`config.mk`:
```
export PLATFORM = sky130hd
export DESIGN_NAME = dual_input_debouncer
export DESIGN_NICKNAME = d
export VERILOG_FILES = /design/src/rtl/dual_input_debouncer.sv
export SDC_FILE = /design/constraint.sdc
export NUM_CORES = 1
export LEC_CHECK = 0
export ABC_AREA = 0
export BUFFER_PORTS_ARGS = -buffer_cell sky130_fd_sc_hd__buf_2
export CAP_MARGIN = 5
export CORE_AREA = 2 2 79 81
export CTS_BUF_LIST = sky130_fd_sc_hd__clkbuf_8
export DETAILED_ROUTE_END_ITERATION = 8
export DIE_AREA = 0 0 81 83
export MAX_ROUTING_LAYER = met4
export SLEW_MARGIN = 20
export SYNTH_ARGS = -nofsm -noshare
export SYNTH_HDL_FRONTEND = slang
export SYNTH_SLANG_ARGS = --single-unit
```
`constraint.sdc`:
```
create_clock -name clk -period 2.65 [get_ports clk]
set_input_delay 0.265 -clock clk [delete_from_list [all_inputs] [get_ports clk]]
set_output_delay 0.265 -clock clk [all_outputs]
set_load 0.01 [all_outputs]
```
`src/rtl/dual_input_debouncer.sv`:
```
// Two independent synchronise-and-debounce channels (A = bit 0, B = bit 1).
// Each channel only accepts a new level after it has been stable for DEBOUNCE_CYCLES cycles.
module dual_input_debouncer #(
    parameter int DEBOUNCE_CYCLES = 4,
    parameter int CNT_W           = 16
) (
    input  logic       clk,
    input  logic       rst,
    input  logic       a_raw,
    input  logic       b_raw,
    output logic       a_clean,
    output logic       b_clean,
    output logic [1:0] changed
);

    typedef enum logic {
        ST_STABLE   = 1'b0,
        ST_CHECKING = 1'b1
    } state_t;

    localparam logic [CNT_W-1:0] CNT_LAST = CNT_W'(DEBOUNCE_CYCLES - 1);
    localparam logic [CNT_W-1:0] CNT_ONE  = CNT_W'(1);

    logic [1:0] raw_w;
    logic [1:0] clean_w;
    logic [1:0] changed_w;

    assign raw_w = {b_raw, a_raw};

    generate
        for (genvar gi = 0; gi < 2; gi++) begin : g_chan
            logic             s1_q;
            logic             s2_q;
            logic             clean_q;
            logic             pulse_q;
            state_t           state_q;
            logic [CNT_W-1:0] cnt_q;

            // cnt_q counts consecutive cycles in which s2_q disagreed with clean_q.
            always_ff @(posedge clk or posedge rst) begin
                if (rst) begin
                    s1_q    <= 1'b0;
                    s2_q    <= 1'b0;
                    clean_q <= 1'b0;
                    pulse_q <= 1'b0;
                    state_q <= ST_STABLE;
                    cnt_q   <= '0;
                end else begin
                    s1_q    <= raw_w[gi];
                    s2_q    <= s1_q;
                    pulse_q <= 1'b0;
                    case (state_q)
                        ST_STABLE: begin
                            cnt_q <= '0;
                            if (s2_q != clean_q) begin
                                state_q <= ST_CHECKING;
                                cnt_q   <= CNT_ONE;
                            end
                        end
                        ST_CHECKING: begin
                            if (s2_q == clean_q) begin
                                // Reverted before qualifying: glitch, drop it silently.
                                state_q <= ST_STABLE;
                                cnt_q   <= '0;
                            end else if (cnt_q == CNT_LAST) begin
                                clean_q <= s2_q;
                                pulse_q <= 1'b1;
                                cnt_q   <= '0;
                                state_q <= ST_STABLE;
                            end else begin
                                cnt_q <= cnt_q + CNT_ONE;
                            end
                        end
                        default: begin
                            state_q <= ST_STABLE;
                            cnt_q   <= '0;
                        end
                    endcase
                end
            end

            assign clean_w[gi]   = clean_q;
            assign changed_w[gi] = pulse_q;
        end
    endgenerate

    assign a_clean = clean_w[0];
    assign b_clean = clean_w[1];
    assign changed = changed_w;

endmodule

```
==> results.md <==
Timing:
- The number of hold violations in the final report is 0.
- Adding up every negative setup slack in the final design gives 0 ns.
- The max-slew violation count is 0.
- Setup repair after global routing left no endpoint under its margin.
- The final setup skew is approximately 0.0049 ns.
- For the pin with the worst max-slew slack, the measured transition is just over 0.5 ns.
- The maximum achievable frequency is a little under 0.6 GHz.
- After layout, the minimum clock period comes to approximately 1.7 ns.
- Setup violations remaining at the end of the flow were counted as 0.
- Measured against its own limit, the worst slew margin works out to between 60% and 70%.
- The share of the cycle needed by the critical path after routing is between 60 and 70%.

Drt:
- The final routed wirelength across all metal layers is ~3.3 mm.
- Dividing the detail-routed wire length by the instance count gives about 12 um.
- The post-detailed-route DRC marker count is 0.
- The mean number of vias per cell is a little under 5.
- The number of detailed-route iterations in the first pass is 4.
- The detail route stage leaves a number of antenna-violating nets equal to 0.
- The final route contains between 1000 and 1500 vias.
- In this run, the number of DRC markers left after iteration 0 of detailed routing was 41.

CTS:
- The count of hold-fix buffers inserted at cts is 0.
- The number of clock buffers added by TritonCTS is 5.
- Buffers added to address setup during post-CTS repair amount to 0.
- TritonCTS built the clock tree.
- The maximum number of buffers from clock root to sink is 2.
- Clock tree synthesis found a total of between 40 and 50 sinks.
- The clock edge transition at the registers on the reported setup and hold paths is 0.08 ns.
- Clock tree synthesis selected as its root buffer the cell sky130_fd_sc_hd__clkbuf_8.
- At the later pin of the worst-skew pair, clock insertion delay measures approximately 0.29 ns.
- The number of resized instances in the post-cts repair step is 0.
- The H-tree was split into 2 levels.

Layout:
- At the end of the flow, the number of nets in the layout was roughly 200.
- The area taken by flip-flops and latches is between 1000 and 1500 um^2.
- The antenna diode count is 0.
- The number of fillers in the final layout is ~620.
- The area added between synthesis and finish is 9.387%.
- In the final layout, the multi-input gates occupy between 800 and 900 um^2.
- Cells with a size suffix above 1 make up between 10 and 15% of the layout.
- The share of the core filled with cells in the final layout is 37.61%.

Die:
- The area of the core is just under 6000 um^2.
- The die height is 83 um.
- The overall die area is just under 7000 um^2.
- From left edge to right edge, the die measures approximately 81 um.
- During I/O placement, the number of pins put on the boundary was 8.
- The number of placement rows is 28.
- Once the floorplan was initialized, standard cells occupied 34.38% of the core.

Placed design:
- During placement, the flow inserted port buffers numbering 7.
- Once detailed placement completed, the half-perimeter wirelength came to 2.221 mm.
- The congestion estimate from routability-driven global placement came to 0.7231.

Power:
- For this design the static power due to leakage is between 0.9 and 1 nW.
- VDD sags by at most ~0.45 mV.
- In this run the power density over the cells is 688.4 nW/um^2.

GRT:
- The maximum number of pins on one net before global-route repair is between 40 and 50.
- The number of antenna violations at the first check in global routing is 0.
- Global routing finished with a remaining overflow of 0.
- The first global-routing pass estimated 6.044 mm of wire.
- The via count of the first global-routing pass is ~1300.
- The global-route total usage across every layer is a little under an eighth.

Critical path:
- STA classifies the critical path startpoint as a flop.
- At the worst endpoint, the required time is 2.83 ns.
- The start-to-end type of the worst setup path is reg2reg.
- The critical path capture point type is a flop.
- The signal arrival time at the worst endpoint is around 1.9 ns.
- The worst-path maximum fanout is 15.

Synthesis:
- The number of storage elements in the synthesis netlist is 42.
- For this run, the leading register cell type out of synthesis is sky130_fd_sc_hd__dfrtp_1.
- The fraction of registers with async set/reset is between 90% and 100%.
- The post-synthesis instance area is around 2000 um^2.
- The synthesized netlist contains 29 unique library cells.
- Sequential elements use 52.57% of the synthesized area.
- The average footprint of a synthesized cell is 10.69 um^2.
- The post-synthesis net count is about 190.
- The count of flip-flops with a built-in enable after synthesis is 0.
- Counting every instance in the synthesized netlist gives 187.
- The Yosys step of the flow raised 0 warnings.

Run:
- The max-cap check violation count is 0.

Worst hold path:
- The min-delay analysis places its worst path in the category in2reg.

Run status:
- The flow ran to the end, and the final reports show no timing, DRC or antenna violations.
==> metal layers <==
| metal | routed length [um] | GRT usage, % | vias to the layer above |
|---|---|---|---|
| met1 | 1677 | 15.45 | 640 |
| li1 | - | - | 663 |
| met3 | 70 | 2.609 | 2 |
| met5 | 0 | - | - |
| met4 | 19 | 3.698 | 0 |
| met2 | 1495 | 17.43 | 14 |
==> cells by family (layout without fill, tap and decap cells) <==
kind of cell | Yosys count | count (layout) | share of synthesized area, %
AO/OA/AOI/OAI | 6 | 6 | 2.002
flip-flops | 42 | 42 | 52.57
XOR/XNOR | 31 | 31 | 13.58
adder cells (fa/ha/maj) | 2 | 2 | 1.251
AND/OR/NAND/NOR | 93 | 93 | 26.41
multiplexers | 2 | 2 | 1.126
buffers and inverters | 11 | 22 | 3.066
==> where the power goes <==
group	leakage [nW]	switching (mW)	total [mW]	internal, mW
clock network	0.0441	0.223	0.409	0.185
logic	0.293	0.185	0.311	0.126
registers	0.566	0.0777	0.786	0.709
total	0.903	0.487	1.51	1.02
==> layout by cell type, fill, tap and decap left out, drive strengths merged, types with 5 or more instances in the layout <==
cell    Yosys  routed
nand2       9       9
nor4       13      13
buf         4       8
xor2        9       9
inv         6       6
dfrtp      42      42
nor3        8       8
nand3      11      11
nor2       33      33
nand4       6       6
xnor2      22      22
clkbuf      1       5
and3        5       5
==> area by class of cell <==
cell class,instances,share of cell area [%]
clock buffer,5,3.146
timing repair buffer,8,1.945
sequential,42,48.05
inverter,6,1.030
clock inverter,3,0.9725
tap,75,4.291
multi-input combinational,134,40.56
==> synthesized netlist by cell type, types with 2 or more instances <==
cell	count	area share [%]
sky130_fd_sc_hd__nand3_1	10	2.5
sky130_fd_sc_hd__ha_1	2	1.3
sky130_fd_sc_hd__nor4b_1	2	0.88
sky130_fd_sc_hd__nand3b_4	2	2.0
sky130_fd_sc_hd__buf_4	3	1.1
sky130_fd_sc_hd__o21a_1	2	0.75
sky130_fd_sc_hd__and4_1	2	0.88
sky130_fd_sc_hd__nor2_1	31	5.8
sky130_fd_sc_hd__xor2_1	9	3.9
sky130_fd_sc_hd__inv_1	6	1.1
sky130_fd_sc_hd__nor3_1	8	2.0
sky130_fd_sc_hd__dfrtp_1	42	53
sky130_fd_sc_hd__mux2_2	2	1.1
sky130_fd_sc_hd__nand2_1	9	1.7
sky130_fd_sc_hd__nor4_1	13	4.1
sky130_fd_sc_hd__a21oi_1	3	0.75
sky130_fd_sc_hd__nor2_2	2	0.63
sky130_fd_sc_hd__nand4_1	4	1.3
sky130_fd_sc_hd__and3_1	4	1.3
sky130_fd_sc_hd__xnor2_1	22	9.6
==> path summary, 6_finish.rpt <==
check / end / slack, ns / cells past startpoint / start
min in group asynchronous: g_chan[0].s1_q$_DFF_PP0_ / 0.09 / 3 / rst
max in group asynchronous: g_chan[0].cnt_q[13]$_DFF_PP0_ / 2.20 / 3 / rst
min reg2reg: g_chan[0].s2_q$_DFF_PP0_ / 0.35 / 0 / g_chan[0].s1_q$_DFF_PP0_
max: g_chan[0].cnt_q[12]$_DFF_PP0_ / 0.96 / 5 / g_chan[0].cnt_q[0]$_DFF_PP0_
max reg2reg: g_chan[0].cnt_q[12]$_DFF_PP0_ / 0.96 / 5 / g_chan[0].cnt_q[0]$_DFF_PP0_
min: g_chan[0].s1_q$_DFF_PP0_ / 0.07 / 1 / a_raw
==> metrics by stage <==
step | power [mW] | worst slack (ns) | area, um^2 | std cells | hold WS [ns]
final | 1.506 | 0.9603 | 2187 | 273 | 0.07468
after global routing | 1.605 | 0.8049 | 2187 | 273 | 0.05583
after CTS | 1.540 | 0.9493 | 2187 | 273 | 0.05736
after detailed placement | 1.122 | 0.9595 | 2097 | 265 | 0.3410
after global placement | 1.106 | 0.9857 | 2097 | 265 | 0.3413
after floorplan | 1.061 | 1.133 | 1999 | 187 | 0.2964
==> worst max-delay path: stages, from the launching register on <==
cell,delay (ns)
sky130_fd_sc_hd__dfrtp_1,0.39
sky130_fd_sc_hd__ha_1,0.24
sky130_fd_sc_hd__nor4b_1,0.24
sky130_fd_sc_hd__and4_1,0.35
sky130_fd_sc_hd__nand3b_4,0.28
sky130_fd_sc_hd__nor2_1,0.07
==> registers in the layout, indices dropped and copies added, names as in the netlist <==
register	flops
g_chan.s2_q	2
g_chan.s1_q	2
b_clean	1
g_chan.state_q	2
a_clean	1
g_chan.pulse_q	2
g_chan.cnt_q	32
Note: power is estimated with default switching activity, not from simulation.
